$ cat src/rtl/mem_port_arbiter_if.sv
// Bundle of the fetch port, data port and shared memory command/response bus.
// The master modport is the arbiter's view; the slave modport is the requesters' and memory's view.
interface mem_port_arbiter_if #(
  parameter int ADDR_W = 32,
  parameter int DATA_W = 32
);
  logic              i_req;
  logic [ADDR_W-1:0] i_addr;
  logic              i_ack;
  logic [DATA_W-1:0] i_rdata;
  logic              i_stall;

  logic              d_req;
  logic              d_we;
  logic [ADDR_W-1:0] d_addr;
  logic [DATA_W-1:0] d_wdata;
  logic              d_ack;
  logic [DATA_W-1:0] d_rdata;
  logic              d_stall;

  // Handshakes: a requester holds *_req and its operands until its one-cycle *_ack.
  // The command transfers on a cycle with m_valid & m_ready, and m_valid and the
  // command fields stay stable until then. Exactly one m_resp_valid pulse follows,
  // for reads and writes alike, never in the same cycle as the acceptance.
  logic              m_valid;
  logic              m_we;
  logic [ADDR_W-1:0] m_addr;
  logic [DATA_W-1:0] m_wdata;
  logic              m_ready;
  logic              m_resp_valid;
  logic [DATA_W-1:0] m_rdata;

  modport master (
    input  i_req, i_addr, d_req, d_we, d_addr, d_wdata, m_ready, m_resp_valid, m_rdata,
    output i_ack, i_rdata, i_stall, d_ack, d_rdata, d_stall, m_valid, m_we, m_addr, m_wdata
  );

  modport slave (
    output i_req, i_addr, d_req, d_we, d_addr, d_wdata, m_ready, m_resp_valid, m_rdata,
    input  i_ack, i_rdata, i_stall, d_ack, d_rdata, d_stall, m_valid, m_we, m_addr, m_wdata
  );
endinterface

$ cat src/rtl/mem_port_arbiter.sv
// Round-robin arbiter sharing one single-ported memory between fetch and load/store.
// One transaction at a time: IDLE -> ISSUE -> WAIT -> DONE, with a WAIT timeout that sets sticky err.
module mem_port_arbiter #(
  parameter int ADDR_W  = 32,
  parameter int DATA_W  = 32,
  parameter int TIMEOUT = 64
) (
  input  logic               clk,
  input  logic               reset,
  mem_port_arbiter_if.master bus,
  output logic               err,
  output logic               busy,
  output logic [1:0]         dbg_state
);

  localparam logic [1:0] S_IDLE  = 2'd0;
  localparam logic [1:0] S_ISSUE = 2'd1;
  localparam logic [1:0] S_WAIT  = 2'd2;
  localparam logic [1:0] S_DONE  = 2'd3;

  localparam logic OWN_INST = 1'b0;
  localparam logic OWN_DATA = 1'b1;

  localparam int CNT_W = (TIMEOUT > 1) ? $clog2(TIMEOUT) : 1;

  logic [1:0]        state_q, state_d;
  logic              owner_q, owner_d;
  logic              last_grant_q, last_grant_d;
  logic [ADDR_W-1:0] addr_q, addr_d;
  logic              we_q, we_d;
  logic [DATA_W-1:0] wdata_q, wdata_d;
  logic [CNT_W-1:0]  cnt_q, cnt_d;
  logic [DATA_W-1:0] i_rdata_q, i_rdata_d;
  logic [DATA_W-1:0] d_rdata_q, d_rdata_d;
  logic              err_q, err_d;
  logic              grant_data;

  always_comb begin
    state_d      = state_q;
    owner_d      = owner_q;
    last_grant_d = last_grant_q;
    addr_d       = addr_q;
    we_d         = we_q;
    wdata_d      = wdata_q;
    cnt_d        = cnt_q;
    i_rdata_d    = i_rdata_q;
    d_rdata_d    = d_rdata_q;
    err_d        = err_q;
    // On a tie the port that did not win last time gets the memory.
    grant_data   = bus.d_req & (~bus.i_req | (last_grant_q == OWN_INST));

    case (state_q)
      S_IDLE: begin
        if (bus.i_req | bus.d_req) begin
          owner_d      = grant_data ? OWN_DATA : OWN_INST;
          last_grant_d = grant_data ? OWN_DATA : OWN_INST;
          addr_d       = grant_data ? bus.d_addr : bus.i_addr;
          we_d         = grant_data & bus.d_we;
          wdata_d      = grant_data ? bus.d_wdata : '0;
          state_d      = S_ISSUE;
        end
      end
      S_ISSUE: begin
        if (bus.m_ready) begin
          cnt_d   = '0;
          state_d = S_WAIT;
        end
      end
      S_WAIT: begin
        if (bus.m_resp_valid) begin
          if (owner_q == OWN_INST) begin
            i_rdata_d = bus.m_rdata;
          end else if (!we_q) begin
            d_rdata_d = bus.m_rdata;
          end
          state_d = S_DONE;
        end else if ((TIMEOUT != 0) && (cnt_q == CNT_W'(TIMEOUT - 1))) begin
          // Forced completion: the requester is released, its read data is left untouched.
          err_d   = 1'b1;
          state_d = S_DONE;
        end else begin
          cnt_d = cnt_q + CNT_W'(1);
        end
      end
      default: begin
        state_d = S_IDLE;
      end
    endcase
  end

  always_ff @(posedge clk) begin
    if (reset) begin
      state_q      <= S_IDLE;
      owner_q      <= OWN_INST;
      last_grant_q <= OWN_INST;
      addr_q       <= '0;
      we_q         <= 1'b0;
      wdata_q      <= '0;
      cnt_q        <= '0;
      i_rdata_q    <= '0;
      d_rdata_q    <= '0;
      err_q        <= 1'b0;
    end else begin
      state_q      <= state_d;
      owner_q      <= owner_d;
      last_grant_q <= last_grant_d;
      addr_q       <= addr_d;
      we_q         <= we_d;
      wdata_q      <= wdata_d;
      cnt_q        <= cnt_d;
      i_rdata_q    <= i_rdata_d;
      d_rdata_q    <= d_rdata_d;
      err_q        <= err_d;
    end
  end

  assign bus.m_valid = (state_q == S_ISSUE);
  assign bus.m_we    = we_q;
  assign bus.m_addr  = addr_q;
  assign bus.m_wdata = wdata_q;

  assign bus.i_ack   = (state_q == S_DONE) & (owner_q == OWN_INST);
  assign bus.d_ack   = (state_q == S_DONE) & (owner_q == OWN_DATA);
  assign bus.i_rdata = i_rdata_q;
  assign bus.d_rdata = d_rdata_q;
  assign bus.i_stall = bus.i_req & ~bus.i_ack;
  assign bus.d_stall = bus.d_req & ~bus.d_ack;

  assign err       = err_q;
  assign busy      = (state_q != S_IDLE);
  assign dbg_state = state_q;

endmodule

$ cat src/flat_wrapper.sv
// flat-port wrapper written by rule: the top's interface ports become plain ports
module mem_port_arbiter_flat 
#(
  parameter int ADDR_W  = 32,
  parameter int DATA_W  = 32,
  parameter int TIMEOUT = 64
)
  (clk, reset, err, busy, dbg_state, bus_i_req, bus_i_addr, bus_d_req, bus_d_we, bus_d_addr, bus_d_wdata, bus_m_ready, bus_m_resp_valid, bus_m_rdata, bus_i_ack, bus_i_rdata, bus_i_stall, bus_d_ack, bus_d_rdata, bus_d_stall, bus_m_valid, bus_m_we, bus_m_addr, bus_m_wdata);
  mem_port_arbiter_if #(.ADDR_W(ADDR_W), .DATA_W(DATA_W)) bus_i ();
  input  logic clk;
  input  logic reset;
  output logic err;
  output logic busy;
  output logic [1:0] dbg_state;
  input wire logic [$bits(bus_i.i_req)-1:0] bus_i_req;
  input wire logic [$bits(bus_i.i_addr)-1:0] bus_i_addr;
  input wire logic [$bits(bus_i.d_req)-1:0] bus_d_req;
  input wire logic [$bits(bus_i.d_we)-1:0] bus_d_we;
  input wire logic [$bits(bus_i.d_addr)-1:0] bus_d_addr;
  input wire logic [$bits(bus_i.d_wdata)-1:0] bus_d_wdata;
  input wire logic [$bits(bus_i.m_ready)-1:0] bus_m_ready;
  input wire logic [$bits(bus_i.m_resp_valid)-1:0] bus_m_resp_valid;
  input wire logic [$bits(bus_i.m_rdata)-1:0] bus_m_rdata;
  output wire logic [$bits(bus_i.i_ack)-1:0] bus_i_ack;
  output wire logic [$bits(bus_i.i_rdata)-1:0] bus_i_rdata;
  output wire logic [$bits(bus_i.i_stall)-1:0] bus_i_stall;
  output wire logic [$bits(bus_i.d_ack)-1:0] bus_d_ack;
  output wire logic [$bits(bus_i.d_rdata)-1:0] bus_d_rdata;
  output wire logic [$bits(bus_i.d_stall)-1:0] bus_d_stall;
  output wire logic [$bits(bus_i.m_valid)-1:0] bus_m_valid;
  output wire logic [$bits(bus_i.m_we)-1:0] bus_m_we;
  output wire logic [$bits(bus_i.m_addr)-1:0] bus_m_addr;
  output wire logic [$bits(bus_i.m_wdata)-1:0] bus_m_wdata;
  assign bus_i.i_req = bus_i_req;
  assign bus_i.i_addr = bus_i_addr;
  assign bus_i.d_req = bus_d_req;
  assign bus_i.d_we = bus_d_we;
  assign bus_i.d_addr = bus_d_addr;
  assign bus_i.d_wdata = bus_d_wdata;
  assign bus_i.m_ready = bus_m_ready;
  assign bus_i.m_resp_valid = bus_m_resp_valid;
  assign bus_i.m_rdata = bus_m_rdata;
  assign bus_i_ack = bus_i.i_ack;
  assign bus_i_rdata = bus_i.i_rdata;
  assign bus_i_stall = bus_i.i_stall;
  assign bus_d_ack = bus_i.d_ack;
  assign bus_d_rdata = bus_i.d_rdata;
  assign bus_d_stall = bus_i.d_stall;
  assign bus_m_valid = bus_i.m_valid;
  assign bus_m_we = bus_i.m_we;
  assign bus_m_addr = bus_i.m_addr;
  assign bus_m_wdata = bus_i.m_wdata;
  mem_port_arbiter #(.ADDR_W(ADDR_W), .DATA_W(DATA_W), .TIMEOUT(TIMEOUT)) u_core (.clk(clk), .reset(reset), .bus(bus_i), .err(err), .busy(busy), .dbg_state(dbg_state));
endmodule
$ cat config.mk
export PLATFORM = sky130hd
export DESIGN_NAME = mem_port_arbiter_flat
export DESIGN_NICKNAME = d
export VERILOG_FILES = /design/src/rtl/mem_port_arbiter_if.sv /design/src/rtl/mem_port_arbiter.sv /design/src/flat_wrapper.sv
export SDC_FILE = /design/constraint.sdc
export NUM_CORES = 1
export LEC_CHECK = 0
export CORE_ASPECT_RATIO = 1.75
export CORE_MARGIN = 2
export CORE_UTILIZATION = 43
export CTS_CLUSTER_DIAMETER = 80
export DETAILED_ROUTE_END_ITERATION = 8
export GPL_ROUTABILITY_DRIVEN = 0
export PLACE_DENSITY = 0.86
export SLEW_MARGIN = 20
export SYNTH_ARGS = -nofsm -noshare
export SYNTH_HDL_FRONTEND = slang
export SYNTH_SLANG_ARGS = --single-unit
$ cat constraint.sdc
create_clock -name clk -period 2.85 [get_ports clk]
set_clock_uncertainty 0.15 [all_clocks]
set_input_delay 0.57 -clock clk [delete_from_list [all_inputs] [get_ports clk]]
set_output_delay 0.57 -clock clk [all_outputs]
set_load 0.005 [all_outputs]
==> results.cfg, run 1 <==
[synth]
yosysTopAreaCell = dfxtp_1
synth_cell_type_count = 35
avgSynthCellArea_sq_um = 8.77
synthFlopType = dfxtp_1
ys_ff_latch = 139
yosysSeqAreaShare_pct = 52.0
synth_area_sq_mm = 0.00535
synth_area_leaders = dfxtp_1 (52%), nand2_1 (9.2%), a21oi_1 (6.7%)
synth_top_area_share_pct = 52.0
syn_inst = 610
synthesis.nets = 750
ys_async_sr_fraction_pct = 0
synth_enable_flop_cells = 0
yosys_warnings = 0

[sta]
min_period_ps = 2690
worstMarginPinSlew_ps = 886
rsz0062_at_grt = no
slew_headroom_pct = 40.8
finalMaxSlewViolations = 0
finalCritPeriodShare_pct = 94.3
timing.fmax_ghz = 0.372
tns_ps = 0
finalSetupViolations = 0
hold_viol = 0

[floorplanning]
die_h_microns = 152
dieArea_sq_mm = 0.0134
start_util_pct = 44.3
fp.dieW_microns = 88.3
ios = 273
core_sq_mm = 0.0121
num_rows = 53

[cells_and_area]
fin_area_sq_mm = 0.00871
nNetsFinal = 1006
final_util_pct = 72.1
diodes = 0
final_cell_mix = clkdlybuf4s50_1 (271), dfxtp_1 (139), nand2_1 (131)
area_growth_syn_to_layout_pct = 62.8
layout-drive-gt1-share_pct = 5.59
final_common_cell = clkdlybuf4s50_1

[clock_tree]
cts_buffer_depth = 2
clk_latency_ps = 400
postCtsSetupBuffers = 0
numCtsBuffers = 17
cts.reportedPaths.clkPinSlew_ps = 60
numClockSinks = 139
h-tree-depth = 4
cts_resized = 0
cts_tree = built
cts_root_buffer = clkbuf_16
hold_buffers = 0

[min_path]
hold_class = reg -> reg

[outcome]
status = complete, no violations

[global_route]
grt_pass1_wl_microns = 25000
grt-ovfl-total = 0
grt_pass1_vias = 5101
grt_max_degree = 79
grt_usage_pct = 24.3
grtUsageMet2_pct = 43.6
grt_use_met3_pct = 9.53
grt_antenna_before_repair = 0
top_usage_layer = met2
use_met1_pct = 24.7

[critical_path]
cp-start-kind = register
crit_family = buffers and inverters
setup.worst_path.class = reg -> out
critPathMostFrequentCell = inv_1
arrival_ps = 1970
cp_slowest_cell = clkdlybuf4s50_1
path_cells = inv_1 -> ha_1 -> inv_1 -> clkdlybuf4s50_1
crit_fanout = 5
max_stage_delay_ps = 580
path_buf_inv = 3
critPathCaptureType = output pin
required_ps = 2130

[routing]
num_vias = 5224
viasPerCell = 5.01
ant_nets = 0
drc = 0
wl_per_cell_microns = 15.5
drt_iter0_markers = 196
wirelength_microns = 16100
first_pass_iters = 5

[place]
port-buffer-count = 272
place_area_sq_mm = 0.00816
hpwl_microns = 11700

[job]
cap_violations = 0

[pwr]
powerDensity_mw_per_mm2 = 751
ir_worst_vdd_uv = 542
leakage_nw = 3.15
==> where the power goes <==
group          internal, mW  leakage, nW  switching (mW)
clock                  1.21        0.261           0.808
combinational          1.10         1.76            1.00
sequential             2.24         1.13           0.178
==> cell type report <==
cell class,instances,area [sq um]
fill,893,3360
timing repair buffer,284,2850
sequential,139,2780
multi-input combinational,420,2310
clock buffer,19,443
tap,165,206
clock inverter,11,98.8
inverter,4,15.0
==> layer usage <==
layer  part of all wire (%)  up-vias
met1                     35     2379
met2                     53      227
met5                      0        -
met3                    9.2       26
met4                    2.4        0
li1                       -     2592
==> final timing paths <==
path	startpoint	endpoint	slack [ps]	cells past startpoint
worst max-delay path	u_core.dbg_state[0]$_SDFFE_PP0P_	busy	160	4
worst max register to register	u_core.dbg_state[0]$_SDFFE_PP0P_	u_core.bus.m_addr[7]$_SDFFE_PP0P_	390	7
worst min-delay path	u_core.bus.d_rdata[20]$_SDFFE_PP0P_	u_core.bus.d_rdata[20]$_SDFFE_PP0P_	300	2
worst min register to register	u_core.bus.d_rdata[20]$_SDFFE_PP0P_	u_core.bus.d_rdata[20]$_SDFFE_PP0P_	300	2
==> Yosys cell counts, types with 4 or more instances <==
library cell / instances
clkbuf_1: 23
buf_6: 8
o21ai_0: 4
a22oi_1: 33
nand2b_1: 6
mux2i_1: 33
a211oi_1: 32
nand3_1: 4
ha_1: 5
nor2_1: 74
inv_1: 4
nor2b_1: 4
nand2_1: 131
buf_4: 4
a311oi_1: 4
dfxtp_1: 139
a21oi_1: 72
buf_2: 12
==> worst reg2reg max path, stage by stage, from the launching register on <==
cell and delay [ps]:
dfxtp_1 360, inv_1 100, ha_1 300, inv_1 150, nor2_4 720, buf_4 320
nor2_1 60, a211oi_1 220
==> metrics by stage <==
stage | total power, mW | worst slack, ps | hold slack (ps) | std cells
after floorplan | 3.51 | 1110 | 303 | 610
after global placement | 4.53 | 199 | 291 | 1012
after detailed placement | 4.56 | 112 | 295 | 1012
after CTS | 6.60 | 147 | 304 | 1042
after global routing | 6.91 | 77.9 | 317 | 1042
final | 6.54 | 161 | 301 | 1042
==> sequential cells by signal, indices dropped and copies added (netlist names) <==
name,flops
u_core.bus.d_rdata,32
u_core.bus.i_rdata,32
u_core.bus.m_addr,32
u_core.bus.m_wdata,32
u_core.cnt_q,6
u_core.dbg_state,2
u_core.bus.m_we,1
u_core.err,1
u_core.owner_q,1
==> cell families after synthesis <==
kind of cell	after synthesis	synth area share [%]
adder cells (fa/ha/maj)	5	1.17
AND/OR/NAND/NOR	230	17.3
multiplexers	33	6.18
flip-flops	139	52.0
buffers and inverters	51	5.26
AO/OA/AOI/OAI	152	18.0
No activity file was read; power rests on OpenSTA's default activity.
==> inputs of run 2 (changes only) <==
Settings changed: CORE_MARGIN 2 to unset.
==> results.cfg, run 2 (same netlist as run 1, synthesis figures left out) <==
[clock_tree]
cts_buffer_depth = 2
postCtsSetupBuffers = 0
h-tree-depth = 4
clk_latency_ps = 410
cts.reportedPaths.clkPinSlew_ps = 60
cts_resized = 0
numCtsBuffers = 17
hold_buffers = 0
numClockSinks = 139
cts_tree = built
cts_root_buffer = clkbuf_16

[sta]
worstMarginPinSlew_ps = 559
hold_viol = 0
rsz0062_at_grt = no
slew_headroom_pct = 62.7
setup_ws_ps = 186
finalCritPeriodShare_pct = 93.5
tns_ps = 0
min_period_ps = 2660
finalSetupViolations = 0
finalMaxSlewViolations = 0
timing.fmax_ghz = 0.375

[global_route]
grt_pass1_vias = 5075
grt_antenna_before_repair = 0
grt_pass1_wl_microns = 24900
grt-ovfl-total = 0
grt_usage_pct = 25.1
grt_max_degree = 65

[floorplanning]
num_rows = 53
fp.dieW_microns = 86.3
die_h_microns = 150
ios = 273
start_util_pct = 44.3
core_sq_mm = 0.0121
dieArea_sq_mm = 0.0129

[job]
cap_violations = 0

[cells_and_area]
layout-drive-gt1-share_pct = 5.80
register_area_sq_mm = 0.00278
multi_input_area_sq_mm = 0.00231
area_growth_syn_to_layout_pct = 64.2
diodes = 0
finalNonFillerCells = 1044
final_cell_mix = clkdlybuf4s50_1 (271), dfxtp_1 (139), nand2_1 (131)
nNetsFinal = 1006
fillers = 926
final_common_cell = clkdlybuf4s50_1

[critical_path]
cp-start-kind = register
critPathCaptureType = output pin
rr_endpoint = u_core.bus.d_rdata[21]$_SDFFE_PP0P_
path_cells = inv_1 -> ha_1 -> inv_1 -> clkdlybuf4s50_1
crit_family = buffers and inverters
path_buf_inv = 3
crit_fanout = 5
arrival_ps = 1940
max_stage_delay_ps = 540
critPathMostFrequentCell = inv_1
setup.worst_path.class = reg -> out
cp_slowest_cell = clkdlybuf4s50_1
rr_worst_depth = 7
rr_startpoint = u_core.dbg_state[0]$_SDFFE_PP0P_
required_ps = 2130
regToRegSetupSlack_ps = 770

[pwr]
powerDensity_mw_per_mm2 = 774
ir_worst_vdd_uv = 648
finalPower_mw = 6.79
leakage_nw = 3.19

[routing]
first_pass_iters = 4
viasPerCell = 5.04
wl_per_cell_microns = 15.3
drt_iter0_markers = 197
num_vias = 5264
wirelength_microns = 15900
drc = 0
ant_nets = 0

[min_path]
whs_path_depth = 2
min_from = u_core.bus.d_rdata[13]$_SDFFE_PP0P_
hold_class = reg -> reg
whs_endpoint = u_core.bus.d_rdata[13]$_SDFFE_PP0P_

[place]
port-buffer-count = 272
place_ws_ps = 304
hpwl_microns = 11300
dp_cells = 1012

[outcome]
status = complete, no violations
==> run 2: changes by cell type in the layout (fill, tap and decap cells not counted), moves of 2 or more <==
cell and change:
bufinv_16 +2, clkinv_2 -3, inv_6 +2, inv_8 +2
==> run 2: stage by stage <==
step                      util (%)  hold slack (ps)  instance area, sq um
after detailed placement      67.6              296                  8160
after global placement        67.6              290                  8160
final                         72.7              302                  8780
after CTS                     72.7              304                  8780
after floorplan                  -              303                  5350
after global routing          72.7              318                  8780
==> run 2: worst max path at each step <==
stage,from,to,slack (ps),cells past startpoint
6_report,u_core.dbg_state[0]$_SDFFE_PP0P_,busy,190,4
5_1_grt,u_core.dbg_state[0]$_SDFFE_PP0P_,busy,100,4
4_1_cts,u_core.dbg_state[0]$_SDFFE_PP0P_,busy,150,4
3_5_place_dp,bus_d_req,bus_d_stall,300,3
3_3_place_gp,bus_d_req,bus_d_stall,310,3
2_1_floorplan,u_core.dbg_state[1]$_SDFFE_PP0P_,u_core.cnt_q[5]$_SDFFE_PP0P_,1110,7
==> run 2: power by group <==
group	internal, mW	switching [mW]
registers	2.24	0.173
clock network	1.40	0.896
logic	1.09	0.992
==> run 2: worst reg2reg max path: cells and delay by family, from the launching register on <==
kind	cells	cell delay, ps
compound gates	1	70
buf+inv	2	350
flops	1	360
fa+ha+maj	1	370
simple gates	3	650
==> run 2: layout make-up <==
type                            count  area share, %
Clock buffer                       18           4.89
Clock inverter                     14           2.11
Inverter                            4          0.171
Multi-Input combinational cell    420           26.3
Sequential cell                   139           31.7
Tap cell                          165           2.35
Timing Repair Buffer              284           32.4
==> run 2: per-layer routing <==
layer	vias to the layer above	global-route usage (%)	wire, microns
met2	232	46.6	8510
met3	27	9.60	1310
met4	0	8.92	422
li1	2595	-	-
met1	2410	24.8	5690
met5	-	0	0
==> inputs of run 3 (changes only) <==
Settings changed: ABC_AREA set to 0, SLEW_MARGIN 20 to 30.
==> results of run 3 <==
Final layout, timing and power as in run 2 (identical DEF).
